$ cat config.mk
export PLATFORM = sky130hd
export DESIGN_NAME = spi_transaction_ctrl
export DESIGN_NICKNAME = d
export VERILOG_FILES = /design/src/rtl/spi_transaction_ctrl.sv
export SDC_FILE = /design/constraint.sdc
export NUM_CORES = 1
export LEC_CHECK = 0
export ABC_AREA = 1
export BUFFER_PORTS_ARGS = -buffer_cell sky130_fd_sc_hd__buf_2
export CAP_MARGIN = 15
export CORE_UTILIZATION = 54
export DETAILED_ROUTE_END_ITERATION = 6
export PLACE_DENSITY_LB_ADDON = 0.1
export SYNTH_ARGS = -nofsm -noshare
export SYNTH_HDL_FRONTEND = slang
export SYNTH_SLANG_ARGS = --single-unit
$ cat constraint.sdc
create_clock -name clk -period 1.6 [get_ports clk]
set_clock_uncertainty 0.05 [all_clocks]
set_input_delay 0.32 -clock clk [delete_from_list [all_inputs] [get_ports clk]]
set_output_delay 0.32 -clock clk [all_outputs]
set_load 0.03 [all_outputs]
$ cat src/rtl/spi_transaction_ctrl.sv
// spi_transaction_ctrl
//   Sequences the SPI byte datapath into complete two-byte MFRC522 register
//   transactions: an address byte followed by a data byte. A write shifts the
//   latched data byte out; a read shifts 0x00 out and captures the MISO byte.
//   The block owns NSS framing, the SCK generator enable/reset and the
//   init/reset strobes of the MOSI and MISO byte engines.
//
//   Optional feature macro: SPI_CTRL_TIMEOUT_EN
//     defined   : each byte wait (SHA/SHD) aborts after TIMEOUT_CYC cycles and
//                 pulses err.
//     undefined : byte waits are unbounded and err is tied low.
//
// Parameters
//   GUARD_CYC    NSS setup/hold guard in clk cycles (min 1)
//   TIMEOUT_CYC  per-byte wait limit in clk cycles (timeout build only)
//
// Ports (user side)
//   clk, rst            clock, synchronous active-high reset
//   start, rw           transaction request (sampled in IDLE), 1=read 0=write
//   reg_addr, wr_data   MFRC522 register index and write data
//   busy, done, err     status; done/err are single-cycle pulses
//   rd_data             last successfully read byte
// Ports (datapath side)
//   work, rstSCK        SCK generator enable / reset
//   initRd, initWr      start MISO capture / MOSI shift
//   rstRd, rstWr        clear MISO / MOSI byte engine
//   A                   MOSI source select: 00 address, 01 0x00, 10 dataWr, 11 hold
//   activeNSS           1 = NSS high (deselected)
//   address, dataWr     latched address byte {rw, reg_addr, 0} and data byte
//   doneRd, doneWr      byte-complete levels from the engines
//   dataRd              captured MISO byte
module spi_transaction_ctrl #(
  parameter int unsigned GUARD_CYC   = 4,
  parameter int unsigned TIMEOUT_CYC = 4096
) (
  input  logic       clk,
  input  logic       rst,
  input  logic       start,
  input  logic       rw,
  input  logic [5:0] reg_addr,
  input  logic [7:0] wr_data,
  output logic       busy,
  output logic       done,
  output logic       err,
  output logic [7:0] rd_data,
  output logic       work,
  output logic       rstSCK,
  output logic       initRd,
  output logic       initWr,
  output logic       rstRd,
  output logic       rstWr,
  output logic [1:0] A,
  output logic       activeNSS,
  output logic [7:0] address,
  output logic [7:0] dataWr,
  input  logic       doneRd,
  input  logic       doneWr,
  input  logic [7:0] dataRd
);

  localparam int unsigned MAX_CYC = (GUARD_CYC > TIMEOUT_CYC) ? GUARD_CYC : TIMEOUT_CYC;
  localparam int unsigned CNT_W   = $clog2(MAX_CYC) + 1;
  localparam logic [CNT_W-1:0] GUARD_LAST = CNT_W'(GUARD_CYC - 1);
`ifdef SPI_CTRL_TIMEOUT_EN
  localparam logic [CNT_W-1:0] TIMEOUT_LAST = CNT_W'(TIMEOUT_CYC - 1);
`endif

  localparam logic [1:0] A_ADDR = 2'b00;
  localparam logic [1:0] A_ZERO = 2'b01;
  localparam logic [1:0] A_DATA = 2'b10;
  localparam logic [1:0] A_HOLD = 2'b11;

  typedef enum logic [2:0] {
    IDLE,
    SEL,
    LDA,
    SHA,
    LDD,
    SHD,
    DESEL,
    FIN
  } stateT;

  stateT            state, stateNext;
  logic [CNT_W-1:0] cnt, cntNext;
  logic [CNT_W-1:0] nssHighCnt;
  logic             nssHighOk;
  logic             isRead;

  logic       busyNext, doneNext, workNext, rstSckNext;
  logic       initRdNext, initWrNext, rstRdNext, rstWrNext, activeNssNext;
  logic [1:0] aNext;
  logic [7:0] rdDataNext, addressNext, dataWrNext;
`ifdef SPI_CTRL_TIMEOUT_EN
  logic       errNext;
  logic       abort;
`endif

  // The transaction direction lives in the MSB of the latched address byte.
  assign isRead = address[7];

  // NSS high-time tracker: saturates once NSS has been high long enough that
  // dropping it at the next edge still honours the guard between frames.
  assign nssHighOk = (nssHighCnt == GUARD_LAST);

  always_ff @(posedge clk) begin
    if (rst) begin
      nssHighCnt <= GUARD_LAST;
    end else if (!activeNSS) begin
      nssHighCnt <= '0;
    end else if (!nssHighOk) begin
      nssHighCnt <= nssHighCnt + CNT_W'(1);
    end
  end

  // State and registered outputs.
  always_ff @(posedge clk) begin
    if (rst) begin
      state     <= IDLE;
      cnt       <= '0;
      busy      <= 1'b0;
      done      <= 1'b0;
      rd_data   <= '0;
      work      <= 1'b0;
      rstSCK    <= 1'b1;
      initRd    <= 1'b0;
      initWr    <= 1'b0;
      rstRd     <= 1'b1;
      rstWr     <= 1'b1;
      A         <= A_HOLD;
      activeNSS <= 1'b1;
      address   <= '0;
      dataWr    <= '0;
    end else begin
      state     <= stateNext;
      cnt       <= cntNext;
      busy      <= busyNext;
      done      <= doneNext;
      rd_data   <= rdDataNext;
      work      <= workNext;
      rstSCK    <= rstSckNext;
      initRd    <= initRdNext;
      initWr    <= initWrNext;
      rstRd     <= rstRdNext;
      rstWr     <= rstWrNext;
      A         <= aNext;
      activeNSS <= activeNssNext;
      address   <= addressNext;
      dataWr    <= dataWrNext;
    end
  end

`ifdef SPI_CTRL_TIMEOUT_EN
  always_ff @(posedge clk) begin
    if (rst) begin
      err <= 1'b0;
    end else begin
      err <= errNext;
    end
  end
`else
  assign err = 1'b0;
`endif

  // Next state and next output values; outputs hold unless a transition
  // changes them, done/err are pulses.
  always_comb begin
    stateNext     = state;
    cntNext       = cnt;
    busyNext      = busy;
    doneNext      = 1'b0;
    rdDataNext    = rd_data;
    workNext      = work;
    rstSckNext    = rstSCK;
    initRdNext    = initRd;
    initWrNext    = initWr;
    rstRdNext     = rstRd;
    rstWrNext     = rstWr;
    aNext         = A;
    activeNssNext = activeNSS;
    addressNext   = address;
    dataWrNext    = dataWr;
`ifdef SPI_CTRL_TIMEOUT_EN
    errNext       = 1'b0;
    abort         = 1'b0;
`endif

    case (state)
      IDLE: begin
        if (start) begin
          stateNext     = SEL;
          cntNext       = '0;
          busyNext      = 1'b1;
          addressNext   = {rw, reg_addr, 1'b0};
          dataWrNext    = wr_data;
          workNext      = 1'b1;
          rstSckNext    = 1'b0;
          rstRdNext     = 1'b0;
          rstWrNext     = 1'b0;
          // Back-to-back frames keep NSS high until the guard has elapsed.
          activeNssNext = !nssHighOk;
        end
      end

      SEL: begin
        // Guard cycles are counted only once NSS is actually low.
        if (activeNSS) begin
          if (nssHighOk) begin
            activeNssNext = 1'b0;
          end
        end else if (cnt == GUARD_LAST) begin
          stateNext = LDA;
          cntNext   = '0;
          aNext     = A_ADDR;
        end else begin
          cntNext = cnt + CNT_W'(1);
        end
      end

      LDA: begin
        // Datapath sampled A on the negedge of this cycle.
        stateNext  = SHA;
        cntNext    = '0;
        aNext      = A_HOLD;
        initWrNext = 1'b1;
      end

      SHA: begin
        if (doneWr) begin
          stateNext  = LDD;
          cntNext    = '0;
          initWrNext = 1'b0;
          rstWrNext  = 1'b1;
          aNext      = isRead ? A_ZERO : A_DATA;
`ifdef SPI_CTRL_TIMEOUT_EN
        end else if (cnt == TIMEOUT_LAST) begin
          abort = 1'b1;
        end else begin
          cntNext = cnt + CNT_W'(1);
`endif
        end
      end

      LDD: begin
        stateNext  = SHD;
        cntNext    = '0;
        aNext      = A_HOLD;
        initWrNext = 1'b1;
        initRdNext = isRead;
        rstWrNext  = 1'b0;
      end

      SHD: begin
        if (doneWr && (!isRead || doneRd)) begin
          stateNext  = DESEL;
          cntNext    = '0;
          if (isRead) begin
            rdDataNext = dataRd;
          end
          initWrNext = 1'b0;
          initRdNext = 1'b0;
          rstWrNext  = 1'b1;
          rstRdNext  = 1'b1;
          workNext   = 1'b0;
          rstSckNext = 1'b1;
          aNext      = A_HOLD;
`ifdef SPI_CTRL_TIMEOUT_EN
        end else if (cnt == TIMEOUT_LAST) begin
          abort = 1'b1;
        end else begin
          cntNext = cnt + CNT_W'(1);
`endif
        end
      end

      DESEL: begin
        // NSS stays low for the hold guard; engines remain cleared.
        if (cnt == GUARD_LAST) begin
          stateNext     = FIN;
          cntNext       = '0;
          activeNssNext = 1'b1;
          doneNext      = 1'b1;
        end else begin
          cntNext = cnt + CNT_W'(1);
        end
      end

      FIN: begin
        stateNext = IDLE;
        cntNext   = '0;
        busyNext  = 1'b0;
      end

      default: begin
        stateNext = IDLE;
        cntNext   = '0;
      end
    endcase

`ifdef SPI_CTRL_TIMEOUT_EN
    // Byte wait expired: release the bus immediately and report through err.
    if (abort) begin
      stateNext     = FIN;
      cntNext       = '0;
      initWrNext    = 1'b0;
      initRdNext    = 1'b0;
      rstWrNext     = 1'b1;
      rstRdNext     = 1'b1;
      rstSckNext    = 1'b1;
      workNext      = 1'b0;
      aNext         = A_HOLD;
      activeNssNext = 1'b1;
      errNext       = 1'b1;
    end
`endif
  end

endmodule

Word-level counts from Yosys, hierarchy flattened
Index checks and enable logic that the tools add are counted.
{ "word_totals": {"elab_cells": 102, "out_inout_bits": 36, "ff_bits": 62, "input_bits": 28} }
{ "op_classes": {"n_bitwise": 2, "n_reduce_logical": 27, "addsub": 2, "eq_ne": 16, "mux": 39} }
{ "ops": {"columns": ["op", "count"], "rows": [
  ["$pmux 13 s6", 1],
  ["$mux 13", 5],
  ["$add 13x1->13 const B", 2],
  ["$eq 13x2->1 const B", 2],
  ["$pmux 3 s8", 1],
  ["$mux 3", 6],
  ["$mux 2", 7],
  ["$ne 2x2->1 const B", 7],
  ["$eq 3x3->1 const B", 4],
  ["$reduce_and 3->1", 4],
  ["$mux 1", 11],
  ["$pmux 1 s2", 4],
  ["$pmux 2 s4", 1],
  ["$reduce_and 4->1", 2],
  ["$reduce_bool 4->1", 2],
  ["$eq 3x2->1 const B", 2],
  ["$pmux 1 s3", 2],
  ["$reduce_and 2->1", 3],
  ["$reduce_and 6->1", 1],
  ["$reduce_bool 2->1", 3],
  ["$reduce_bool 3->1", 2],
  ["$reduce_or 2->1", 3],
  ["$reduce_and 5->1", 1],
  ["$pmux 1 s4", 1],
  ["other kinds (7)", 9]
]} }

Longest topological paths before layout
Gate-level depths: netlist of run 1.
{ "depth": {"depth_word": 5, "mapped_depth": 11, "mapped_depth_nobuf": 10} }

Worst setup path after synthesis of run 1
No wires, ideal clock.
{ "synth_path": {"path_kind": "register to register", "startpoint": "register state[0]", "endpoint": "register address[1]", "period_less_slack_ps": 1440, "arrival_time_ps": 1274, "setup_slack_ps": 160, "stages_incl_launch_ff": 9, "cell_sequence": "dfxtp_1 > buf_6 > nor2_1 > inv_2 > nor3_4 > inv_2 > buf_6 > nor2_1 > nor2_1"} }
{ "synth_between": {"elab_chain_cells": 2} }
{ "synth_lines": {"columns": ["item", "line_no", "text"], "rows": [
  ["start: declaration", "84", "stateT state, stateNext;"],
  ["start signal: assignment", "135", "state <= stateNext;"],
  ["$logic_not 3->1", "188", "case (state)"],
  ["$reduce_and 2->1 (no line)", null, null],
  ["end signal: assignment", "148", "address <= addressNext;"],
  ["end: declaration", "54", "output logic [7:0] address,"]
]} }
No other way between the ends.
A chain may end at the register's enable or synchronous reset.

Worst setup path in the final report of run 1
{ "layout_path": {"startpoint": "register cnt[0]", "endpoint": "register cnt[0]"} }
{ "layout_between": {"elab_chain_cells": 4} }
{ "layout_lines": {"columns": ["item", "line_no", "text"], "rows": [
  ["start: declaration", "85", "logic [CNT_W-1:0] cnt, cntNext;"],
  ["start signal: assignment", "136", "cnt <= cntNext;"],
  ["$add 13x1->13 / $eq 13x2->1 (equally long branches)", null, null],
  ["$mux 13 (*)", "211, 278", null],
  ["$mux 13", "207", "if (activeNSS) begin"],
  ["$pmux 13 s6 (*)", "188", null]
]} }
Mark *: on every way between the ends. The rest lies on a longest branch, timed or not. The select of a mux whose other input is x is not followed.

==> impl_metrics.tcl, run 1 <==
set metrics [dict create \
    max_stage_delay_ns 0.37 \
    num_vias 2876 \
    hpwlAfterDp_mm 4.59 \
    n_antenna_cell 0 \
    nets 520 \
    clock_path_buffers 2 \
    synth_area_leaders "dfxtp_1 (43%), nor2_1 (11%), nand2_1 (11%)" \
    numCtsBuffers 9 \
    crit_required_ns 1.77 \
    wl_per_cell_um 11.5 \
    critPathArrivalTime_ns 1.74 \
    antenna_found_initial 0 \
    hold_viol 0 \
    dieWidth_um 74.8 \
    p_int_mw 3.76 \
    synth.cell_area_um2 2860 \
    setup_viol 0 \
    synthCells 415 \
    grt_max_degree 25 \
    crit_chain "ha_4 > nand2_1 > nor3_1 > nand2_1 > nand2_2 > nand2_4 > nand2_1 > nor2_1" \
    criticalPathCategory "flip-flop to flip-flop" \
    cts_max_level 3 \
    peakVddDrop_mv 0.972 \
    synthDistinctLibCells 27 \
    grtUsageTotal 0.242 \
    yosys_warnings 0 \
    place_area_um2 3280 \
    drt-pass1-iter-count 6 \
    power.density_nw_per_um2 1680 \
    area_growth_pct 25.5 \
    cts_root_buffer "clkbuf_8" \
    die-area_um2 5600 \
    avgSynthCellArea_um2 6.90 \
    min_path_type "input pin to flip-flop" \
    final_cell_mix "nor2_1 (82), nand2_1 (81), buf_2 (61)" \
    viasPerCell 5.10 \
    grt_first_pass_wirelength_mm 10.4 \
    drv_cap 0 \
    path_clk_slew_ns 0.07 \
    fin_util 0.704 \
    combPwrFrac 0.378 \
    coreArea_um2 5110 \
    place.gp.congestion 0.900 \
    finalCritPeriodShare 0.980 \
    ioPinCount 64 \
    wirelength_mm 6.48 \
    seq_power_share 0.335 \
    clock_latency_ns 0.33 \
    holdWs_ns 0.163 \
    cts_tree "built" \
    cts_sinks 62 \
    nFillCells 438 \
    die_height_um 74.8 \
    slowest_stage "dfxtp_2" \
    grt_pass1_vias 2482 \
    drive_gt1_frac 0.247 \
    worst-path-max-fanout 7 \
    slew_violations 0 \
    initial_core_util 0.561 \
    endpoint_kind "flip-flop" \
    p_leak_nw 1.64 \
    yosysTopAreaCellShare 0.433 \
    final_common_cell "nor2_1" \
    drt.antenna.violating_nets 0 \
    drt_iter0_markers 147 \
    drc 0 \
    fmax_ghz 0.638 \
    netSwitchingPower_mw 2.28 \
    num_rows 26 \
    swShare 0.377 \
    pwr-share-clk 0.287 \
    io_buffers 61 \
    fin_area_um2 3590 \
    seq_area_frac_synth 0.433 \
    cpMostUsedCell "nand2_1" \
    grt_overflow_total 0 \
    fin_crit_ns 1.57 \
    ys_ff_latch 62 \
    synth_largest_area_cell "dfxtp_1" \
    crit_path_start_kind "flip-flop" \
    run_status "completed" \
]
==> worst max-delay path: cells and delay by family, from the launching register on <==
kind / cells / cell delay, ns
AND/OR/NAND/NOR: 7 / 0.87
flip-flops: 1 / 0.37
adder cells (fa/ha/maj): 1 / 0.16
==> power groups by stage <==
stage	combinational, mW	clock, mW	sequential, mW
6_report	2.28	1.73	2.02
5_1_grt	2.55	1.81	2.06
4_1_cts	2.24	1.75	1.98
3_5_place_dp	2.21	0	2.01
3_3_place_gp	2.18	0	2.00
2_1_floorplan	1.29	0	2.36
==> path summary, 6_finish.rpt <==
kind | startpoint | to | slack [ns] | cells past startpoint
worst max-delay path | cnt[0] | cnt[0] | 0.03 | 8
worst min-delay path | wr_data[6] | dataWr[6] | 0.16 | 3
worst max register to register | cnt[0] | cnt[0] | 0.03 | 8
worst min register to register | busy | busy | 0.41 | 2
==> metal layers <==
layer	routed length, um	vias up	global-route usage
met1	2960	1298	0.306
met3	322	10	0.0509
met4	94	0	0.0985
li1	-	1488	-
met5	0	-	0
met2	3100	80	0.403
==> registers in the layout (all words and copies together), names as in the netlist <==
register / cells
rstRd: 1
busy: 1
work: 1
rd_data: 8
A: 2
activeNSS: 1
initWr: 1
done: 1
address: 7
cnt: 13
rstWr: 1
initRd: 1
state: 3
dataWr: 8
nssHighCnt: 13
==> Yosys cell counts <==
master / number
a21oi_1: 25
nor2_4: 2
nand3_2: 1
nand3_1: 30
conb_1: 1
ha_1: 2
o21ai_0: 29
nor2_1: 86
dfxtp_1: 62
buf_6: 3
nand4_1: 11
a31oi_1: 2
or2_2: 3
nand3b_1: 2
xnor2_1: 2
nor2_2: 2
clkbuf_1: 5
o211ai_1: 3
nor3_1: 13
nand2_2: 3
buf_4: 4
nand2_1: 82
nor3_4: 1
inv_1: 34
inv_2: 5
clkbuf_2: 1
xor2_1: 1
==> area by class of cell <==
type	instances	area, um2	share of cell area
clock buffer	12	165	0.0460
sequential	62	1250	0.348
inverter	39	146	0.0407
tap	70	87.6	0.0244
timing repair buffer	76	418	0.116
multi-input combinational	302	1440	0.399
clock inverter	3	90.1	0.0251
==> logic make-up after synthesis <==
family | synth area share
other | 0.00131
flip-flops | 0.433
XOR/XNOR | 0.00918
buffers and inverters | 0.0817
AO/OA/AOI/OAI | 0.107
AND/OR/NAND/NOR | 0.359
adder cells (fa/ha/maj) | 0.00874
==> stage by stage <==
stage | TNS, ns | setup WS [ns] | total power [mW] | std cells
after floorplan | 0 | 0.160 | 3.65 | 416
after global placement | 0 | 0.0737 | 4.19 | 548
after detailed placement | 0 | 0.0136 | 4.22 | 548
after CTS | 0 | 0.00679 | 5.97 | 564
after global routing | -0.429 | -0.0689 | 6.41 | 564
final | 0 | 0.0324 | 6.04 | 564
==> what timing repair did <==
action	in CTS	in global routing
gates resized for setup	2	16
endpoints found under the hold margin	0	0
endpoints found under the setup margin	9	29
hold buffers	0	0
setup buffers	1	0
gates cloned	0	0
pin swaps	1	1
(Power assumes the default switching activity.)
==> inputs of run 2 (changes only) <==
--- a/config.mk
+++ b/config.mk
@@ -8,7 +8,7 @@
 export ABC_AREA = 1
 export BUFFER_PORTS_ARGS = -buffer_cell sky130_fd_sc_hd__buf_2
 export CAP_MARGIN = 15
-export CORE_UTILIZATION = 54
+export CORE_UTILIZATION = 44
 export DETAILED_ROUTE_END_ITERATION = 6
 export PLACE_DENSITY_LB_ADDON = 0.1
 export SYNTH_ARGS = -nofsm -noshare
==> impl_metrics.tcl, run 2 (synthesis gave the netlist of run 1 again) <==
set metrics [dict create \
    wirelength_mm 6.67 \
    slew_violations 0 \
    crit_path_start_kind "flip-flop" \
    n_antenna_cell 0 \
    io_buffers 61 \
    cts_root_buffer "clkbuf_8" \
    drv_cap 0 \
    wl_per_cell_um 11.7 \
    area_growth_pct 23.7 \
    drc 0 \
    finalCritPeriodShare 0.918 \
    place.gp.congestion 0.836 \
    run_status "completed" \
    antenna_found_initial 0 \
    fin_crit_ns 1.47 \
    hold_viol 0 \
    dp.cells 552 \
    netSwitchingPower_mw 2.29 \
    drt-pass1-iter-count 4 \
    die-area_um2 6840 \
    grt_overflow_total 0 \
    power.density_nw_per_um2 1590 \
    hpwlAfterDp_mm 4.59 \
    coreArea_um2 6310 \
    cts_max_level 3 \
    seq_power_share 0.360 \
    num_rows 29 \
    final_cell_mix "nor2_1 (83), nand2_1 (79), buf_2 (61)" \
    p_int_mw 3.34 \
    slowest_stage "dfxtp_2" \
    combPwrFrac 0.402 \
    grtUsageTotal 0.214 \
    viasPerCell 4.96 \
    dp_slack_ns 0.00693 \
    grt_max_degree 39 \
    grt_first_pass_wirelength_mm 11.0 \
    finalSetupTns_ns 0 \
    instances_no_fill 569 \
    nets 518 \
    critPathArrivalTime_ns 1.64 \
    cp_top_family "simple AND/OR/NAND/NOR gates" \
    fin_ws_ns 0.131 \
    setup_viol 0 \
    pwr-share-clk 0.238 \
    clock_path_buffers 2 \
    crit_required_ns 1.78 \
    dieWidth_um 82.7 \
    p_leak_nw 1.61 \
    cts_tree "built" \
    cts_sinks 62 \
    ioPinCount 64 \
    endpoint_kind "flip-flop" \
    clock_latency_ns 0.33 \
    holdWs_ns 0.161 \
    path_clk_slew_ns 0.06 \
    crit_chain "ha_4 > nand2_1 > nor3_1 > nand2_1 > nand2_2 > nand2_2 > nand3_1 > nor2_1" \
    swShare 0.407 \
    drt.antenna.violating_nets 0 \
    crit_buf_inv 0 \
    final_common_cell "nor2_1" \
    fin_util 0.561 \
    fmax_ghz 0.681 \
    num_vias 2820 \
    numCtsBuffers 9 \
    reg_top3 "cnt (13), nssHighCnt (13)" \
    drt_iter0_markers 172 \
    worst-path-max-fanout 7 \
    min_path_type "input pin to flip-flop" \
    ctsHoldBuffers 0 \
    max_stage_delay_ns 0.37 \
    peakVddDrop_mv 0.893 \
    criticalPathCategory "flip-flop to flip-flop" \
    grt_pass1_vias 2518 \
    drive_gt1_frac 0.244 \
    initial_core_util 0.454 \
    die_height_um 82.7 \
]
run 2: cell count changes in the layout (fill, tap and decap cells not counted), sizes merged:
cell | before | now
clkbuf | 12 | 11
clkinv | 0 | 2
clkinvlp | 0 | 1
bufinv | 3 | 1
buf | 76 | 74
run 2: worst paths after layout:
kind | start | endpoint | slack, ns | cells after the start
worst max-delay path | cnt[0] | cnt[5] | 0.13 | 8
worst min-delay path | reg_addr[5] | address[6] | 0.16 | 3
worst max register to register | cnt[0] | cnt[5] | 0.13 | 8
worst min register to register | cnt[11] | cnt[11] | 0.42 | 2
run 2: timing repair:
| item | CTS | global route |
|---|---|---|
| pin swaps | 0 | 2 |
| gates cloned | 0 | 0 |
| buffers inserted | 0 | 2 |
| gates resized for setup | 2 | 16 |
| setup endpoints to repair | 5 | 31 |
run 2: layout make-up:
cell class,count,area [um2]
Timing Repair Buffer,74,428
Fill cell,633,2770
Tap cell,77,96.3
Inverter,39,146
Clock buffer,11,141
Clock inverter,4,47.5
Sequential cell,62,1250
Multi-Input combinational cell,302,1430
run 2: per-stage QoR:
stage          power (mW)  instance area (um2)
2_1_floorplan        3.65                 2870
3_3_place_gp         4.19                 3290
3_5_place_dp         4.23                 3290
4_1_cts              5.59                 3480
5_1_grt              6.07                 3540
6_report             5.62                 3540
run 2: layer usage:
layer,up-vias,global-route usage,part of all wire
met5,-,0,0
met4,0,0.0983,0.018
met3,10,0.0484,0.043
met2,65,0.346,0.45
met1,1262,0.268,0.49
li1,1483,-,-
run 2: power by group through the flow:
stage	clock [mW]	sequential [mW]	combinational, mW
global placement	0	2.01	2.18
floorplan	0	2.36	1.29
detailed placement	0	2.02	2.22
global route	1.45	2.06	2.56
finish	1.34	2.02	2.26
CTS	1.37	1.99	2.23
run 2: worst min-delay path, cell delays in order:
cell	delay, ns
buf_2	0.07
nor2_1	0.03
nor2_1	0.08
==> inputs of run 3 (changes only) <==
--- a/config.mk
+++ b/config.mk
@@ -8,7 +8,9 @@
 export ABC_AREA = 1
 export BUFFER_PORTS_ARGS = -buffer_cell sky130_fd_sc_hd__buf_2
 export CAP_MARGIN = 15
-export CORE_UTILIZATION = 44
+export CELL_PAD_IN_SITES_DETAIL_PLACEMENT = 0
+export CELL_PAD_IN_SITES_GLOBAL_PLACEMENT = 1
+export CORE_UTILIZATION = 38
 export DETAILED_ROUTE_END_ITERATION = 6
 export PLACE_DENSITY_LB_ADDON = 0.1
 export SYNTH_ARGS = -nofsm -noshare
==> impl_metrics.tcl, run 3 (synthesis gave the netlist of run 1 again) <==
set metrics [dict create \
    run_status "completed" \
    area_growth_pct 25.3 \
    reg_top3 "cnt (13), nssHighCnt (13)" \
    peakVddDrop_mv 0.855 \
    finalSetupTns_ns 0 \
    num_vias 2835 \
    num_rows 31 \
    netSwitchingPower_mw 2.27 \
    finalCritPeriodShare 0.917 \
    wl_per_cell_um 11.5 \
    min_path_type "input pin to flip-flop" \
    fin_area_um2 3590 \
    drc 0 \
    layout.area.seq_um2 1250 \
    dieWidth_um 88.8 \
    grt_pass1_vias 2583 \
    seq_power_share 0.356 \
    holdWs_ns 0.150 \
    multiInputGateArea_um2 1420 \
    slew_violations 0 \
    grtUsageTotal 0.187 \
    hpwlAfterDp_mm 5.10 \
    pwr-share-clk 0.247 \
    drt-pass1-iter-count 4 \
    p_leak_nw 1.64 \
    rsz0062_at_grt "yes" \
    p_total_mw 5.66 \
    cts_max_level 3 \
    p_int_mw 3.39 \
    fin_crit_ns 1.47 \
    swShare 0.401 \
    initial_core_util 0.395 \
    die-area_um2 7890 \
    drt_iter0_markers 94 \
    r2r_slack_ns 0.13 \
    clock_latency_ns 0.34 \
    io_buffers 61 \
    n_antenna_cell 0 \
    hold_viol 0 \
    power.density_nw_per_um2 1580 \
    setup_viol 0 \
    dp.cells 579 \
    fmax_ghz 0.681 \
    dp_slack_ns 0.0571 \
    fin_ws_ns 0.132 \
    drt.antenna.violating_nets 0 \
    path_clk_slew_ns 0.07 \
    final_common_cell "nor2_1" \
    worst-path-max-fanout 7 \
    die_height_um 88.8 \
    drive_gt1_frac 0.247 \
    cts_root_buffer "clkbuf_8" \
    coreArea_um2 7250 \
    viasPerCell 4.76 \
    wirelength_mm 6.88 \
    grt_first_pass_wirelength_mm 11.2 \
    grt_overflow_total 0 \
    critPathArrivalTime_ns 1.70 \
    numCtsBuffers 9 \
    place.gp.congestion 0.852 \
    place_area_um2 3340 \
    ioPinCount 64 \
    m1WireLength_mm 3.28 \
    cts_tree "built" \
    endpoint_kind "flip-flop" \
    nets 523 \
    nFillCells 787 \
    drv_cap 0 \
    criticalPathCategory "flip-flop to flip-flop" \
    crit_required_ns 1.83 \
    combPwrFrac 0.397 \
    clock_path_buffers 2 \
    antenna_found_initial 0 \
    fin_util 0.495 \
    crit_path_start_kind "flip-flop" \
    final_cell_mix "nor2_1 (84), nand2_1 (82), buf_2 (61)" \
    top_layer "met4" \
    grt_max_degree 25 \
    instances_no_fill 596 \
    dr_wl_met2_mm 3.22 \
    cts_sinks 62 \
    met3_wirelength_um 342 \
]
-- run 3: final cells by class --
| class | count | area share |
|---|---|---|
| multi-input combinational | 302 | 0.395 |
| sequential | 62 | 0.348 |
| timing repair buffer | 79 | 0.126 |
| clock buffer | 12 | 0.0433 |
| inverter | 39 | 0.0408 |
| tap | 99 | 0.0345 |
| clock inverter | 3 | 0.0122 |
-- run 3: worst max-delay path: stages (launching register included) --
cell	delay [ns]
dfxtp_2	0.38
nand2_1	0.08
nor2_2	0.16
inv_1	0.09
nor2_2	0.12
inv_2	0.07
nor2_4	0.18
buf_4	0.15
o21ai_0	0.06
nor2_1	0.09
-- run 3: timing repair --
action / in CTS / in global routing
hold endpoints to repair: 0 / 0
setup buffers: 0 / 2
endpoints found under the setup margin: 0 / 32
hold buffers: 0 / 0
resized for setup: 0 / 14
-- run 3: per-layer routing --
layer / vias up / GRT usage
met2: 50 / 0.306
li1: 1496 / -
met4: 0 / 0.0704
met3: 2 / 0.0606
met1: 1287 / 0.227
met5: - / 0
-- run 3: power groups by stage --
stage	registers, mW	logic (mW)	clock network (mW)
global route	2.06	2.53	1.50
detailed placement	2.03	2.23	0
CTS	2.00	2.24	1.43
finish	2.02	2.25	1.40
global placement	2.02	2.22	0
floorplan	2.36	1.29	0
-- run 3: path summary, 6_finish.rpt --
kind,endpoint,start,cells after the start
worst max-delay path,rd_data[4],state[2],9
worst min-delay path,rd_data[1],dataRd[1],3
worst min register to register,busy,busy,2
worst max register to register,rd_data[4],state[2],9
